==> src/rtl/sd_cmd_pkg.sv <==
// Shared types and constants for the SD command-response receive path.
package sd_cmd_pkg;

  typedef enum logic [1:0] {
    RESP_NONE = 2'b00,
    RESP_48   = 2'b01,
    RESP_136  = 2'b10,
    RESP_48B  = 2'b11
  } resp_type_e;

  localparam logic [6:0] CRC7_POLY = 7'h09;
  localparam int         FRAME_48  = 48;
  localparam int         FRAME_136 = 136;

  typedef enum logic [1:0] {
    S_IDLE,
    S_WAIT_START,
    S_RECV,
    S_DONE
  } state_e;

endpackage

==> src/rtl/crc7_serial.sv <==
// Bit-serial CRC7 (x^7 + x^3 + 1), MSB first, zero initial value.
module crc7_serial
  import sd_cmd_pkg::*;
(
  input  logic       clk,
  input  logic       rst,
  input  logic       clr,
  input  logic       en,
  input  logic       din,
  output logic [6:0] crc
);

  logic fb;
  assign fb = din ^ crc[6];

  always_ff @(posedge clk or posedge rst) begin
    if (rst)      crc <= '0;
    else if (clr) crc <= '0;
    else if (en)  crc <= {crc[5:0], 1'b0} ^ (fb ? CRC7_POLY : 7'h00);
  end

endmodule

==> config.mk <==
export PLATFORM = sky130hd
export DESIGN_NAME = crc7_serial
export DESIGN_NICKNAME = d
export VERILOG_FILES = /design/src/rtl/sd_cmd_pkg.sv /design/src/rtl/crc7_serial.sv
export SDC_FILE = /design/constraint.sdc
export NUM_CORES = 1
export LEC_CHECK = 0
export CORE_AREA = 2 2 39 41
export CTS_BUF_LIST = sky130_fd_sc_hd__clkbuf_8 sky130_fd_sc_hd__clkbuf_16
export DETAILED_ROUTE_END_ITERATION = 8
export DIE_AREA = 0 0 41 43
export GPL_TIMING_DRIVEN = 1
export HOLD_SLACK_MARGIN = 0.05
export PLACE_DENSITY = 0.58
export SKIP_LAST_GASP = 1
export SLEW_MARGIN = 40
export SYNTH_ARGS = -nofsm -noshare
export SYNTH_HDL_FRONTEND = slang
export SYNTH_SLANG_ARGS = --single-unit
==> constraint.sdc <==
create_clock -name clk -period 1 [get_ports clk]
set_input_delay 0.15 -clock clk [delete_from_list [all_inputs] [get_ports clk]]
set_output_delay 0.15 -clock clk [all_outputs]
set_load 0.01 [all_outputs]
## After elaboration in Yosys (flattened, before gate mapping)

Index checks and enable logic that the tools add are counted.
Widths: inputs -> output; s select.

- Add/subtract/negate cells: 0
- Multipliers: 0
- Divide/modulo/power cells: 0
- $lt $le $gt $ge: 0
- Equal/unequal tests: 0
- Shifts and indexed selects: 0
- Muxes and demuxes: 3
- Bitwise logic cells: 2
- Reductions and logical operators: 1

Operator list:

| cell | number |
|---|---|
| $mux 7 | 2 |
| $xor 7x4->7 | 1 |
| $mux 4 | 1 |
| $reduce_bool 2->1 | 1 |
| $xor 1x1->1 | 1 |

- Bits in registers: 7
- Latch bits: 0
- Memory bits (writable): 0
- Bits in read-only memories: 0
- Input bits: 5
- Output and inout bits: 7
- Logic and storage cells: 7
- Memories kept: 0

## Logic depth before layout (Yosys ltp)

- Word-level depth: 5
- Mapped depth: 4
- Gate-level depth less buffers: 3

## Worst setup path before layout

OpenSTA, ideal clock, no wires.

- Kind: register to register
- From: register crc[6]
- To: register crc[3]
- Setup time: 0.087 ns
- Arrival time: 0.845 ns
- Required time: 0.913 ns
- Path slack: 0.068 ns
- Cell stages (with the launch flop): 4
- Buffers on the path: 0
- Period minus slack after synthesis: 0.932 ns
- Cells stage by stage: dfrtp_1 > xnor2_1 > nand4b_1 > o211ai_1

- Longest elaborated chain between the ends: 5

Ends and longest elaborated chain:

| element | RTL line | source |
|---|---|---|
| from (decl) | crc7_serial.sv:10 | `output logic [6:0] crc` |
| from (signal assigned) | crc7_serial.sv:19 | `else if (en) crc <= {crc[5:0], 1'b0} ^ (fb ? CRC7_POLY : 7'h00);` |
| $xor 1x1->1 | crc7_serial.sv:14 | `assign fb = din ^ crc[6];` |
| $mux 4 | crc7_serial.sv:19 |  |
| $xor 7x4->7 | crc7_serial.sv:19 |  |
| $mux 7 | crc7_serial.sv:19 |  |
| $mux 7 | crc7_serial.sv:18 | `else if (clr) crc <= '0;` |

No other way between the ends. The select of a mux whose other input is x is not followed.
A chain may end at the register's enable or synchronous reset.

## Worst setup path after layout

Ends and elaborated chain as after synthesis.

==> flow_metrics.py <==
metrics = {
    "floorplan": {
        "initial_core_util_pct": 22.5,
        "boundaryPins": 12,
        "die_area_um2": 1760,
        "rows": 14,
        "die_w_um": 41,
        "fp.dieH_um": 43,
        "core_um2": 1380,
    },
    "finish": {
        "fillers": 146,
        "synthToLayoutAreaGrowth_pct": 65.1,
        "reg_top3": "crc (7)",
        "fin_nets": 56,
        "largest_register_ffs": 7,
        "diodes": 0,
        "regMostFlops": "crc",
        "layout-drive-gt1-share_pct": 30.0,
        "fin_util_pct": 37.2,
    },
    "synth": {
        "syn_area_um2": 312,
        "synth.area.top_cells": "dfrtp_1, mux2i_1, nor2_1",
        "ys_warn_count": 0,
        "synthTopCellsByCount": "nor2_1, dfrtp_1, mux2i_1",
        "synth_top_area_share_pct": 56.2,
        "synth_edf_count": 0,
        "synth_area_per_cell_um2": 10.7,
        "synth_nets": 34,
        "synth_cell_types": 11,
        "synth.most_common_cell": "nor2_1",
        "synthCells": 29,
        "seq_area_frac_synth_pct": 56.2,
        "synth_ff_type": "dfrtp_1",
        "yosysTopAreaCell": "dfrtp_1",
        "async_reset_ff_share_pct": 100,
        "ys_ff_latch": 7,
    },
    "timing": {
        "finalHoldViolations": 0,
        "rsz0062_at_grt": "yes",
        "tns_ps": 0,
        "report.final.slew_viol_count": 0,
        "worstMarginPinSlew_ps": 262,
        "slew_headroom_pct": 82.4,
        "setup_violations": 0,
        "period_needed_ps": 974,
        "fin_crit_sh_pct": 97.4,
        "skew_ps": 3.13,
        "fmax_ghz": 1.03,
    },
    "cts": {
        "path_clk_slew_ps": 40,
        "cts.path.max_buffers": 2,
        "hold_buffers": 0,
        "post_cts_buffers": 0,
        "cts_resized": 14,
        "cts.sinks": 7,
        "root_buffer": "clkbuf_8",
        "htreeDepth": 1,
        "clk_latency_ps": 220,
        "cts_buffers": 3,
        "cts_tree": "done",
    },
    "power_and_ir_drop": {
        "ir_worst_vdd_v": 0.000641,
        "leakage_uw": 0.000267,
        "p_per_area_nw_per_um2": 1510,
    },
    "detailed_routing": {
        "viasPerCell": 4.03,
        "first_pass_iters": 3,
        "routed_wirelength_um": 600,
        "dr_total_vias": 266,
        "m1WireLength_um": 280,
        "detail-route-antenna-nets": 0,
        "wl_per_cell_um": 9.09,
        "wl_met2_um": 290,
        "wl_met3_um": 29,
        "drc": 0,
        "drt_iter0_markers": 4,
        "topRoutingLayerUsed": "met3",
    },
    "grt": {
        "grt_max_degree": 11,
        "grt_pass1_wl_um": 966,
        "first_global_vias": 244,
        "antenna_found_initial": 0,
        "grt_overflow": 0,
        "grt_usage_pct": 8.18,
    },
    "run": {
        "drv_cap": 0,
    },
    "setup_path": {
        "startpoint_type": "flip-flop",
        "crit_start": "crc[6]",
        "reg2reg_from": "crc[6]",
        "critPathMaxFanout": 3,
        "path_class": "reg2reg",
        "cp-end-kind": "flip-flop",
        "worstPathRequired_ps": 1140,
        "cp.arrival_ps": 1110,
    },
    "min_path": {
        "hold_class": "in2async",
    },
    "outcome": {
        "status": "completed",
    },
    "placement": {
        "portBuffers": 11,
        "gp_congestion": 0.691,
    },
}
[routing by layer]
layer | up-vias | global-route usage [%]
met1 | 123 | 10.8
li1 | 137 | -
met2 | 6 | 11.3
met5 | - | 0
met3 | 0 | 3.14
met4 | 0 | 4.00
[path summary, 6_finish.rpt]
kind | end | slack (ps) | cells past startpoint
min | crc[5] | 160 | 2
max in group asynchronous | crc[0] | 630 | 2
max reg2reg | crc[3] | 30 | 3
min in group clk | crc[6] | 570 | 2
max | crc[3] | 30 | 3
min reg2reg | crc[6] | 570 | 2
[report_power, final]
group | switching (uW) | total [uW] | internal (uW)
Clock | 118 | 383 | 265
Combinational | 41.7 | 94.7 | 53.0
Sequential | 5.13 | 300 | 295
Total | 165 | 777 | 613
[critical path, cell delays in order (launching register included)]
cell and delay [ps]:
dfrtp_1 390, xnor2_1 270, nand4b_1 130, o211ai_1 100
[layout make-up]
type / count / area (um^2) / area share [%]
inverter: 1 / 3.75 / 0.730
multi-input combinational: 19 / 120 / 23.4
clock inverter: 1 / 3.75 / 0.730
clock buffer: 3 / 41.3 / 8.03
tap: 16 / 20.0 / 3.89
timing repair buffer: 19 / 150 / 29.2
sequential: 7 / 175 / 34.1
[per-stage QoR]
| step | setup WS, ps | total power [uW] | cells | cell area [um^2] | hold WS (ps) |
|---|---|---|---|---|---|
| after detailed placement | -154 | 408 | 62 | 489 | 405 |
| after CTS | -14.2 | 790 | 66 | 534 | 170 |
| after global routing | -28.6 | 815 | 66 | 514 | 189 |
| after global placement | -174 | 408 | 62 | 489 | 407 |
| final | 25.6 | 777 | 66 | 514 | 156 |
| after floorplan | 68.1 | 349 | 29 | 312 | -46.6 |
[layout by cell type, fill, tap and decap left out]
cell type,Yosys,routed
a211oi_1,1,1
clkdlybuf4s50_1,0,4
o211ai_1,1,1
dfrtp_1,7,7
nor2_1,8,8
inv_1,1,2
nand2_1,2,2
nand4b_1,1,1
clkbuf_8,0,3
clkdlybuf4s15_1,0,3
clkbuf_2,0,4
mux2i_1,5,5
buf_4,1,8
xnor2_1,1,1
[kinds of logic after synthesis]
family / after synthesis / share of synthesized area (%)
AOI/OAI and AO/OA: 2 / 4.82
xor gates and xnor gates: 1 / 2.81
buffers and inverters: 3 / 5.22
DFF: 7 / 56.2
muxes: 5 / 16.1
and+or+nand+nor: 11 / 14.9
Note: power is estimated with default switching activity, not from simulation.
==> edit (same flow settings) <==
Register the output `crc` once more, cleared by the reset; this adds one clock of latency there.
--- a/src/rtl/crc7_serial.sv
+++ b/src/rtl/crc7_serial.sv
@@ -10,13 +10,23 @@
   output logic [6:0] crc
 );
 
+  logic [6:0] crc_s0;
+
   logic fb;
-  assign fb = din ^ crc[6];
+  assign fb = din ^ crc_s0[6];
 
   always_ff @(posedge clk or posedge rst) begin
-    if (rst)      crc <= '0;
-    else if (clr) crc <= '0;
-    else if (en)  crc <= {crc[5:0], 1'b0} ^ (fb ? CRC7_POLY : 7'h00);
+    if (rst)      crc_s0 <= '0;
+    else if (clr) crc_s0 <= '0;
+    else if (en)  crc_s0 <= {crc_s0[5:0], 1'b0} ^ (fb ? CRC7_POLY : 7'h00);
+  end
+
+  always_ff @(posedge clk or posedge rst) begin
+    if (rst) begin
+      crc <= '0;
+    end else begin
+      crc <= crc_s0;
+    end
   end
 
 endmodule
Formal check against the unedited RTL: not equivalent (a bounded check fails within 4 cycles, from zero or initial values and one cycle with rst high).
==> edit against the unedited design <==
Sequential cell count grew 7. Clock power rose by 43%. Synthesized area increased by 59%. Worst setup slack better by 0.00074 ns. Cell area up 35%. Sequential share of layout area rose by 17 points. Power grew 60%. Routed wire length increased by 38%. Global-route usage up 4.1 points.
==> edit: results (changes against the unedited design) <==
.. list-table::
   :header-rows: 1

   * - Metric
     - Value
   * - Dominant register cell in the synthesized netlist
     - sky130_fd_sc_hd__dfrtp_1
   * - Count of mapped cells out of synthesis
     - 35 (+21%)
   * - Number of nets in the synthesized netlist
     - 40 (+18%)
   * - Clock-pin slew on the worst setup and hold paths
     - 0.06 ns (+0.02 ns)
   * - Commonest cells in the synthesized netlist
     - sky130_fd_sc_hd__dfrtp_1, sky130_fd_sc_hd__nor2_1, sky130_fd_sc_hd__mux2i_1
   * - Unique cell type count in the Yosys netlist
     - 11 (unchanged)
   * - First-pass detailed-route iteration total
     - 5 (+2)
   * - Synthesis Warnings
     - 0 (unchanged)
   * - Placer's final routability congestion estimate
     - 0.7475 (+8.1%)
   * - Max clock buf depth
     - 2 (unchanged)
   * - Leading registers by flop count
     - crc x7, crc_s0 x7
   * - H-tree Lvls
     - 1 (unchanged)
   * - Antenna diode count
     - 0 (unchanged)
   * - Max-slew headroom at the worst pin
     - 86.05% (+3.6 points)
   * - Maximum number of pins on one net before global-route repair
     - 15 (+4)
   * - Maximum fanout count along the critical path
     - 1 (-2)
   * - WP data arrival
     - 0.82 ns (-0.29 ns)
   * - Count of buffers inserted at the top-level ports
     - 11 (unchanged)
   * - Result of the run
     - finished clean
   * - Insertion delay of the later-clocked pin in the worst-skew pair
     - 0.25 ns (+0.03 ns)
   * - Leakage power
     - 0.3573 nW (+34%)
   * - Post-synthesis sequential area ratio
     - 70.89% (+15 points)
   * - Share of the synthesized area in compound gates (AO/OA/AOI/OAI)
     - 4.304% (-0.52 points)
   * - Total GRT Usage
     - 12.27% (+4.1 points)
   * - Setup slack on the worst flop-to-flop path
     - 0.08 ns (+0.05 ns)
   * - Maximum cell stage delay along the critical path
     - 0.36 ns (-0.03 ns)
   * - Number of antenna violations at the first check in global routing
     - 0 (unchanged)
   * - Number of global-route vias before repair
     - 333 (+36%)
   * - First-pass GRT wire length
     - 1.352 mm (+40%)
   * - Layout cell share with drive strength beyond 1
     - 31.48% (+1.5 points)
   * - Setup clock skew after layout
     - 0.002711 ns (-0.0004153 ns)
   * - Area share of fa/ha/maj cells after synthesis
     - 0% (unchanged)
   * - IR drop worst, VDD
     - 0.0007625 V (+19%)
   * - Asr flop ratio synth
     - 100.0% (unchanged)
   * - XOR/XNOR Fraction of Synth Area
     - 1.772% (-1.0 points)
   * - HP Class
     - input port to async pin
   * - Number of vias in the routed layout
     - 346 (+30%)
   * - Number of nets at the end of the flow
     - 60 (+7.1%)
   * - Multiplexer area fraction after synthesis
     - 10.13% (-5.9 points)
   * - Number of DRC violations after detailed-routing iteration 0
     - 1 (-3)
   * - Dpl hpwl
     - 582.9 um
   * - Final WL
     - 826 um (+38%)
   * - CTS Root Buffer Type
     - sky130_fd_sc_hd__clkbuf_8
   * - Top cells by area, synth
     - sky130_fd_sc_hd__dfrtp_1, sky130_fd_sc_hd__mux2i_1, sky130_fd_sc_hd__nor2_1
   * - Critical-path top delay cell
     - sky130_fd_sc_hd__dfrtp_1
edit: kinds of logic after synthesis:
kind of cell / after synthesis
xor gates and xnor gates: 1
and+or+nand+nor: 10
AOI/OAI and AO/OA: 2
DFF: 14
muxes: 5
buffers and inverters: 3
edit: metal layers:
metal,GRT usage [%],vias up,wire length [um]
met3,3.141,3,80
met2,17.19,21,367
met4,12.00,0,27
met1,14.04,170,350
met5,0,-,0
li1,-,152,-
edit: path summary, 6_finish.rpt:
kind	from	endpoint	cells past startpoint
min reg2reg	crc_s0[1]	crc[1]	0
min in group clk	crc_s0[1]	crc[1]	0
max reg2reg	crc_s0[6]	crc_s0[3]	3
max	crc[0]	crc[0]	1
min	rst	crc_s0[5]	3
max in group asynchronous	rst	crc[2]	3
edit: timing repair:
action	4_1_cts	5_1_grt
gates resized for setup	15	5
pin swaps	0	1
endpoints found under the setup margin	8	6
edit: layout make-up:
cell class                 instances  area, um2
multi-input combinational         18      132.6
fill                             117      691.9
tap                               16      20.02
sequential                        14      350.3
clock buffer                       4      55.05
inverter                           1      3.754
timing repair buffer              17      130.1
edit: per-stage QoR:
stage	area, um2	setup TNS [ns]	setup WS (ns)	hold WS [ns]	std cells
after floorplan	494.2	0	0.08276	0.03922	35
after global placement	654.4	-0.8751	-0.1446	0.3844	66
after detailed placement	654.4	-1.007	-0.1722	0.3897	66
after CTS	716.9	0	0.003856	0.2073	70
after global routing	691.9	-0.003324	-0.003324	0.2478	70
final	691.9	0	0.02638	0.1987	70
edit: worst reg2reg max path: cells and delay by family (launching register included):
kind	cells	cell delay [ns]
compound gates	1	0.11
simple gates	1	0.11
xor+xnor	1	0.16
flops	1	0.40
edit: power by group:
group          total, mW  switching (mW)  internal, mW
registers          0.598          0.0108         0.587
logic             0.0984          0.0463        0.0521
clock network      0.546           0.197         0.349
